==> src/rtl/rr_mux_pkg.sv <==
// rr_mux_pkg -- shared encodings for the rr_mux output stage and its arbiter.
// Holds the arbitration mode encodings and the output FSM state type.
package rr_mux_pkg;

    // Arbitration mode encodings (value of the mode input)
    localparam logic MODE_FIXED = 1'b0;
    localparam logic MODE_RR    = 1'b1;

    // Output register occupancy
    typedef enum logic {
        ST_EMPTY = 1'b0,
        ST_FULL  = 1'b1
    } state_t;

endpackage

==> src/rtl/rr_arbiter.sv <==
// rr_arbiter -- combinational one-hot grant selection.
// Round-robin mode searches upward from ptr with wrap N-1 -> 0;
// fixed mode picks the lowest requesting index.
module rr_arbiter
    import rr_mux_pkg::*;
#(
    parameter int N    = 4,
    parameter int SELW = 2
) (
    input  logic [N-1:0]    req,
    input  logic [SELW-1:0] ptr,
    input  logic            mode,
    output logic [N-1:0]    grant,
    output logic [SELW-1:0] grant_idx
);

    // One spare bit so ptr + offset cannot overflow before the wrap.
    logic [SELW:0]   w_sum;
    logic [SELW-1:0] w_idx;
    logic            w_found;

    // Scan candidates in priority order; the first requester wins.
    always_comb begin
        grant     = '0;
        grant_idx = '0;
        w_sum     = '0;
        w_idx     = '0;
        w_found   = 1'b0;
        for (int k = 0; k < N; k++) begin
            if (mode == MODE_FIXED) begin
                w_sum = (SELW+1)'(k);
            end else begin
                w_sum = {1'b0, ptr} + (SELW+1)'(k);
            end
            if (w_sum >= (SELW+1)'(N)) begin
                w_sum = w_sum - (SELW+1)'(N);
            end
            w_idx = w_sum[SELW-1:0];
            if (!w_found && req[w_idx]) begin
                w_found      = 1'b1;
                grant[w_idx] = 1'b1;
                grant_idx    = w_idx;
            end
        end
    end

endmodule

==> src/rtl/rr_mux.sv <==
// rr_mux -- N-channel valid/ready multiplexer with a single output register.
// Arbitration is round-robin (mode=1) or fixed lowest-index priority (mode=0).
// Optional feature macro: RR_MUX_SEL_OUT_EN adds out_sel, the granted index
// registered alongside out_data.
module rr_mux
    import rr_mux_pkg::*;
#(
    parameter  int WIDTH = 8,
    parameter  int N     = 4,
    localparam int SELW  = (N > 1) ? $clog2(N) : 1
) (
    input  logic                 clk,
    input  logic                 rst,
    input  logic [N*WIDTH-1:0]   in_data,
    input  logic [N-1:0]         in_valid,
    output logic [N-1:0]         in_ready,
    input  logic                 mode,
`ifdef RR_MUX_SEL_OUT_EN
    output logic [SELW-1:0]      out_sel,
`endif
    output logic [WIDTH-1:0]     out_data,
    output logic                 out_valid,
    input  logic                 out_ready
);

    state_t            r_state;
    state_t            w_state_next;
    logic [SELW-1:0]   r_rr_ptr;
    logic [WIDTH-1:0]  r_data;
    logic [N-1:0]      w_grant;
    logic [SELW-1:0]   w_grant_idx;
    logic [SELW-1:0]   w_ptr_next;
    logic [WIDTH-1:0]  w_sel_data;
    logic              w_can_load;
    logic              w_load;

    rr_arbiter #(
        .N    (N),
        .SELW (SELW)
    ) u_arb (
        .req       (in_valid),
        .ptr       (r_rr_ptr),
        .mode      (mode),
        .grant     (w_grant),
        .grant_idx (w_grant_idx)
    );

    // The output register can take a word when empty or draining this cycle;
    // reset blocks every input handshake.
    assign w_can_load = (r_state == ST_EMPTY) || out_ready;
    assign w_load     = w_can_load && (|in_valid) && !rst;
    assign in_ready   = w_grant & {N{w_can_load && !rst}};

    // Pointer moves just past the winner so that channel yields next time.
    assign w_ptr_next = (w_grant_idx == SELW'(N-1)) ? '0 : w_grant_idx + SELW'(1);

    // Pick the granted channel's data (grant is one-hot).
    always_comb begin
        w_sel_data = '0;
        for (int i = 0; i < N; i++) begin
            if (w_grant[i]) begin
                w_sel_data = in_data[i*WIDTH +: WIDTH];
            end
        end
    end

    // Output FSM next state: fill on load, drain on accept without refill.
    always_comb begin
        w_state_next = r_state;
        case (r_state)
            ST_EMPTY: if (w_load) w_state_next = ST_FULL;
            ST_FULL:  if (out_ready && !w_load) w_state_next = ST_EMPTY;
            default:  w_state_next = ST_EMPTY;
        endcase
    end

    // Output FSM state register.
    always_ff @(posedge clk or posedge rst) begin
        if (rst) begin
            r_state <= ST_EMPTY;
        end else begin
            r_state <= w_state_next;
        end
    end

    // Capture the granted word on load; hold it otherwise.
    always_ff @(posedge clk or posedge rst) begin
        if (rst) begin
            r_data <= '0;
        end else if (w_load) begin
            r_data <= w_sel_data;
        end
    end

    // Round-robin pointer advances only on round-robin loads.
    always_ff @(posedge clk or posedge rst) begin
        if (rst) begin
            r_rr_ptr <= '0;
        end else if (w_load && (mode == MODE_RR)) begin
            r_rr_ptr <= w_ptr_next;
        end
    end

`ifdef RR_MUX_SEL_OUT_EN
    logic [SELW-1:0] r_sel;

    // Granted index travels with the data word.
    always_ff @(posedge clk or posedge rst) begin
        if (rst) begin
            r_sel <= '0;
        end else if (w_load) begin
            r_sel <= w_grant_idx;
        end
    end

    assign out_sel = r_sel;
`endif

    assign out_data  = r_data;
    assign out_valid = (r_state == ST_FULL);

endmodule

==> config.mk <==
export PLATFORM = sky130hd
export DESIGN_NAME = rr_mux
export DESIGN_NICKNAME = d
export VERILOG_FILES = /design/src/rtl/rr_mux_pkg.sv /design/src/rtl/rr_arbiter.sv /design/src/rtl/rr_mux.sv
export SDC_FILE = /design/constraint.sdc
export NUM_CORES = 1
export LEC_CHECK = 0
export CORE_UTILIZATION = 44
export CTS_CLUSTER_DIAMETER = 150
export DETAILED_ROUTE_END_ITERATION = 10
export GPL_TIMING_DRIVEN = 0
export PLACE_DENSITY = 0.94
export SKIP_LAST_GASP = 1
export SYNTH_ARGS = -nofsm -noshare
export SYNTH_HDL_FRONTEND = slang
export SYNTH_HIERARCHICAL = 1
export SYNTH_SLANG_ARGS = --single-unit
==> constraint.sdc <==
create_clock -name clk -period 5.1 [get_ports clk]
set_clock_uncertainty 0.05 [all_clocks]
set_input_delay 1.02 -clock clk [delete_from_list [all_inputs] [get_ports clk]]
set_output_delay 1.02 -clock clk [all_outputs]
set_load 0.03 [all_outputs]
==> impl_metrics.py, run 1 <==
metrics = {
    "floorplanning": {
        "die_h_um": 52.2,
        "floorplan.initialDensity_pct": 48.3,
        "rows": 17,
        "ios": 53,
        "dieArea_um2": 2730,
        "die_x_um": 52.2,
        "core_area_um2": 2300,
    },
    "grt": {
        "grt_overflow": 0,
        "use_met2_pct": 50.0,
        "grt_max_degree": 12,
        "grt.busiest_layer": "met2",
        "grt_util_met3_pct": 6.38,
        "grt_use_met1_pct": 33.0,
        "grt_pass1_vias": 1280,
        "antenna_found_initial": 0,
        "grt_pass1_wl_um": 5660,
        "grt_util_all_layers_pct": 28.3,
    },
    "clock_network": {
        "clock_latency_ns": 0.27,
        "tritoncts": "yes",
        "clockRootBuffer": "clkbuf_4",
        "cts_made_buffers": 3,
        "cts.sinks": 11,
        "cts_buffer_depth": 2,
        "htreeDepth": 1,
        "clkSlewWorstSetupHoldPaths_ns": 0.07,
    },
    "critical_path": {
        "crit_fanout": 12,
        "endpoint": "in_ready[1]",
        "r2r_end": "out_data[2]$_DFFE_PP0P_",
        "path_class": "in2out",
        "critPathLaunch": "mode",
        "critPathArrivalTime_ns": 3.95,
        "r2r_start": "r_rr_ptr[0]$_DFFE_PP0P_",
        "required_ns": 4.03,
        "crit_path_end_kind": "output port",
        "ff2ff_setup_slack_ns": 2.14,
        "worst_setup_path_start_kind": "input port",
        "reg2reg_depth": 9,
    },
    "placed_design": {
        "place_hpwl_um": 2630,
        "place_congestion": 0.848,
        "pre_cts_ws_ns": -0.333,
        "port_buffers": 52,
        "dpl-instance-area_um2": 1670,
    },
    "timing": {
        "setup_ws_ns": 0.0801,
        "relSlewSlack_pct": 63.4,
        "hold-worst-slack_ns": 0.459,
        "worst_pin_slew_ns": 0.545,
        "hold_violations": 0,
        "rsz0062_at_grt": "true",
        "finalCritPeriodShare_pct": 98.4,
        "fmax_mhz": 199,
        "setup_violations": 0,
        "finalMaxSlewViolations": 0,
        "period_minus_slack_ns": 5.02,
    },
    "layout": {
        "multi_input_area_um2": 754,
        "design_area_um2": 1700,
        "final_util_pct": 74.2,
        "regArea_um2": 275,
        "n_fill_cell": 170,
        "diodes": 0,
        "layout.nets": 228,
        "drive_gt1_share_pct": 11.8,
        "area_growth_syn_to_layout_pct": 53.6,
    },
    "synthesis": {
        "synth_edf_count": 0,
        "synth_most_common_cell": "o31ai_1",
        "ys_ff_latch": 11,
        "synth_area_leaders": "dfrtp_1, o31ai_1, a221oi_1",
        "synth_fp_nets": 171,
        "netlist_area_um2": 1110,
        "synth_cell_types": 48,
        "syn_area_per_cell_um2": 8.54,
        "yosysTopAreaCellShare_pct": 24.8,
        "syn_inst": 130,
        "synth_top_area_cell": "dfrtp_1",
        "async_flop_share_pct": 100,
        "synth-seq-area-share_pct": 24.8,
        "synthTopCellsByCount": "o31ai_1, dfrtp_1, a221oi_1, o22ai_1",
        "ys.flop_type": "dfrtp_1",
        "yosysWarningCount": 6,
    },
    "power": {
        "seqPwrFrac_pct": 20.8,
        "swShare_pct": 48.2,
        "internal_power_uw": 386,
        "power_frac_comb_pct": 71.0,
        "power_density_nw_per_um2": 438,
        "leakage_uw": 0.000684,
        "p_sw_uw": 360,
        "vdd_drop_max_mv": 0.377,
        "pwr-share-clk_pct": 8.2,
    },
    "drt": {
        "viasPerCell": 6.24,
        "wire_per_inst_um": 16.3,
        "drt_iter0_markers": 47,
        "postRouteAntennaNets": 0,
        "route.detailed.drc": 0,
        "firstDrtPassIters": 4,
        "routed-via-count": 1336,
        "drt_wl_total_um": 3480,
    },
    "hold_path": {
        "hp-class": "reg2reg",
    },
    "run_status": {
        "status": "finished, final reports clean",
    },
    "flow_run": {
        "maxCapViolations": 0,
    },
}
per-layer routing:
metal / up-vias / wire length (um)
met5: - / 0
met4: 0 / 56
met3: 10 / 310
met2: 81 / 1750
met1: 619 / 1360
li1: 626 / -
final cells by class:
type	count	area share, %
Multi-Input combinational cell	101	44.3
Timing Repair Buffer	53	30.8
Sequential cell	11	16.2
Buffer	11	3.82
Tap cell	28	2.06
Clock buffer	4	1.54
Inverter	6	1.32
worst min path at each step:
stage	from	slack (ns)	endpoint	depth (start not counted)
6_report	out_data[6]$_DFFE_PP0P_	0.46	out_data[6]$_DFFE_PP0P_	1
2_1_floorplan	r_rr_ptr[1]$_DFFE_PP0P_	0.45	r_rr_ptr[1]$_DFFE_PP0P_	1
3_5_place_dp	out_data[6]$_DFFE_PP0P_	0.44	out_data[6]$_DFFE_PP0P_	1
4_1_cts	out_data[6]$_DFFE_PP0P_	0.46	out_data[6]$_DFFE_PP0P_	1
5_1_grt	out_data[6]$_DFFE_PP0P_	0.48	out_data[6]$_DFFE_PP0P_	1
3_3_place_gp	out_data[6]$_DFFE_PP0P_	0.43	out_data[6]$_DFFE_PP0P_	1
state kept, by name, summed over array words and instances, names as in the netlist:
register and cells:
r_rr_ptr 2, out_data 8, out_valid 1
cells in the final DEF (no fill, tap or decap), types with 3 or more instances in the layout:
master | synthesis | routed
o22ai_1 | 7 | 7
mux2_2 | 4 | 4
nor2_1 | 3 | 3
a21oi_1 | 3 | 3
clkdlybuf4s50_1 | 0 | 50
a221oi_1 | 8 | 8
clkbuf_1 | 5 | 5
buf_2 | 4 | 4
dfrtp_1 | 11 | 11
inv_1 | 6 | 6
nor2b_1 | 3 | 3
o31ai_1 | 15 | 15
nand3_1 | 4 | 4
nand2b_1 | 3 | 3
nand2_1 | 6 | 6
and2_1 | 4 | 4
clkbuf_4 | 0 | 3
kinds of logic after synthesis:
kind of cell             count (synthesis)  synth area share, %
adder cells (fa/ha/maj)                  1                 1.13
AO/OA/AOI/OAI                           53                 34.8
XOR/XNOR                                 1                0.789
flip-flops                              11                 24.8
buffers and inverters                   18                 8.23
AND/OR/NAND/NOR                         39                 22.2
multiplexers                             7                 8.00
power by group through the flow:
stage	logic, uW	clock network, uW	registers, uW
floorplan	289	0	209
detailed placement	515	0	154
global route	570	64.8	159
global placement	505	0	154
CTS	522	62.7	154
finish	530	61.1	156
stage by stage:
stage	power, uW	TNS (ns)	instances
2_1_floorplan	497	0	130
3_3_place_gp	658	-0.585	210
3_5_place_dp	669	-0.772	210
4_1_cts	740	0	215
5_1_grt	794	-0.00322	214
6_report	747	0	214
critical path, cell delays in order:
cell	delay, ns
clkdlybuf4s50_1	0.43
buf_6	0.15
and2_1	0.15
buf_2	0.17
a222oi_1	0.48
nand3_2	0.24
nor2_1	0.15
a21o_1	0.32
and2_1	0.18
clkdlybuf4s50_1	0.66
repair_timing:
action	CTS	global route
pin swaps	1	0
hold buffers	0	0
setup buffers	1	0
setup endpoints to repair	4	2
resized for setup	3	1
Power figures use the tool's default switching activity.
==> run 2, diff against run 1 <==
--- a/config.mk
+++ b/config.mk
@@ -5,11 +5,12 @@
 export SDC_FILE = /design/constraint.sdc
 export NUM_CORES = 1
 export LEC_CHECK = 0
-export CORE_UTILIZATION = 44
+export CORE_ASPECT_RATIO = 0.9
+export CORE_UTILIZATION = 41
 export CTS_CLUSTER_DIAMETER = 150
 export DETAILED_ROUTE_END_ITERATION = 10
 export GPL_TIMING_DRIVEN = 0
-export PLACE_DENSITY = 0.94
+export PLACE_DENSITY = 0.89
 export SKIP_LAST_GASP = 1
 export SYNTH_ARGS = -nofsm -noshare
 export SYNTH_HDL_FRONTEND = slang
==> constraint.sdc (replaced) <==
create_clock -name clk -period 5.35 [get_ports clk]
set_clock_uncertainty 0.05 [all_clocks]
set_input_delay 1.07 -clock clk [delete_from_list [all_inputs] [get_ports clk]]
set_output_delay 1.07 -clock clk [all_outputs]
set_load 0.03 [all_outputs]
==> impl_metrics.py, run 2 (synthesis results as in run 1) <==
metrics = {
    "clock_network": {
        "cts_hold_buffers": 0,
        "clock_latency_ns": 0.27,
        "cts_made_buffers": 3,
        "htreeDepth": 1,
        "tritoncts": "yes",
        "cts_buffer_depth": 2,
        "clockRootBuffer": "clkbuf_4",
        "cts.sinks": 11,
        "clkSlewWorstSetupHoldPaths_ns": 0.07,
    },
    "grt": {
        "antenna_found_initial": 0,
        "grt_overflow": 0,
        "grt_pass1_vias": 1318,
        "grt_max_degree": 12,
        "grt_pass1_wl_um": 5690,
        "grt_util_all_layers_pct": 25.3,
    },
    "timing": {
        "relSlewSlack_pct": 58.7,
        "fmax_mhz": 196,
        "worst_pin_slew_ns": 0.615,
        "hold-worst-slack_ns": 0.456,
        "fin_setup_tns_ns": 0,
        "rsz0062_at_grt": "false",
        "period_minus_slack_ns": 5.11,
        "hold_violations": 0,
        "setup_violations": 0,
        "finalCritPeriodShare_pct": 95.4,
        "finalMaxSlewViolations": 0,
    },
    "critical_path": {
        "required_ns": 4.23,
        "critPathArrivalTime_ns": 3.99,
        "worst_setup_path_start_kind": "input port",
        "crit_fanout": 9,
        "crit_path_end_kind": "output port",
        "path_class": "in2out",
    },
    "placed_design": {
        "place_hpwl_um": 2730,
        "place_congestion": 0.799,
        "port_buffers": 52,
    },
    "hold_path": {
        "hp-class": "reg2reg",
    },
    "drt": {
        "drt_iter0_markers": 48,
        "route.detailed.drc": 2,
        "firstDrtPassIters": 7,
        "routed-via-count": 1370,
        "viasPerCell": 6.37,
        "drt_wl_total_um": 3480,
        "wire_per_inst_um": 16.2,
        "postRouteAntennaNets": 0,
    },
    "layout": {
        "layout.nets": 229,
        "n_fill_cell": 214,
        "drive_gt1_share_pct": 11.8,
        "area_growth_syn_to_layout_pct": 54.2,
        "final_common_cell": "clkdlybuf4s50_1",
        "diodes": 0,
        "largest_reg_flops": 8,
        "mostFrequentLayoutCells": "clkdlybuf4s50_1, o31ai_1, dfrtp_1, a221oi_1, o22ai_1",
    },
    "floorplanning": {
        "floorplan.initialDensity_pct": 44.2,
        "ios": 53,
        "die_h_um": 51.4,
        "die_x_um": 56.8,
        "core_area_um2": 2510,
        "rows": 17,
        "dieArea_um2": 2920,
    },
    "power": {
        "p_total_uw": 711,
        "leakage_uw": 0.000700,
        "vdd_drop_max_mv": 0.270,
        "power_density_nw_per_um2": 416,
    },
    "run_status": {
        "violations": "DRC",
        "status": "finished with violations",
    },
    "flow_run": {
        "maxCapViolations": 0,
    },
}
[run 2: timing repair]
action / CTS / global route
setup buffers: 2 / 0
pin swaps: 1 / 0
setup endpoints to repair: 3 / 2
gates resized for setup: 2 / 1
[run 2: worst paths after layout]
| check | cells past startpoint | start | slack, ns | endpoint |
|---|---|---|---|---|
| min | 1 | out_data[6]$_DFFE_PP0P_ | 0.46 | out_data[6]$_DFFE_PP0P_ |
| max | 11 | mode | 0.24 | in_ready[3] |
| min in group asynchronous | 3 | rst | 1.37 | out_data[1]$_DFFE_PP0P_ |
| max in group asynchronous | 3 | rst | 3.59 | r_rr_ptr[0]$_DFFE_PP0P_ |
| min reg2reg | 1 | out_data[6]$_DFFE_PP0P_ | 0.46 | out_data[6]$_DFFE_PP0P_ |
| max reg2reg | 9 | r_rr_ptr[0]$_DFFE_PP0P_ | 2.38 | out_data[2]$_DFFE_PP0P_ |
[run 2: final cells by class]
type	count	area, um^2	share of cell area [%]
sequential	11	275	16.1
clock buffer	4	26.3	1.54
buffer	11	65.1	3.80
inverter	6	22.5	1.32
multi-input combinational	101	751	43.9
tap	28	35.0	2.05
timing repair buffer	54	537	31.4
[run 2: report_power, final]
group	total [uW]	internal [uW]	switching, uW
registers	145	119	25.5
clock network	57.3	28.9	28.4
logic	509	224	285
[run 2: stage by stage]
stage | utilization, % | cell area [um^2] | cells | setup slack [ns]
after detailed placement | 66.4 | 1670 | 210 | -0.233
after global routing | 68.2 | 1710 | 215 | 0.0841
after global placement | 66.4 | 1670 | 210 | -0.174
after CTS | 68.2 | 1710 | 216 | 0.126
final | 68.2 | 1710 | 215 | 0.244
after floorplan | - | 1110 | 130 | 0.894
[run 2: critical path, stage by stage]
cell	delay [ns]
clkdlybuf4s50_1	0.49
buf_6	0.15
and2_1	0.12
buf_2	0.20
mux4_2	0.40
o21ai_0	0.19
a31oi_1	0.11
o21ai_1	0.36
inv_1	0.24
nor3_1	0.23
dlygate4sd2_1	0.43
[run 2: layer usage]
metal  track usage, %  routed length, um
met1             29.3               1350
met2             45.6               1750
met3             3.80                278
met4             13.0                 99
met5                0                  0
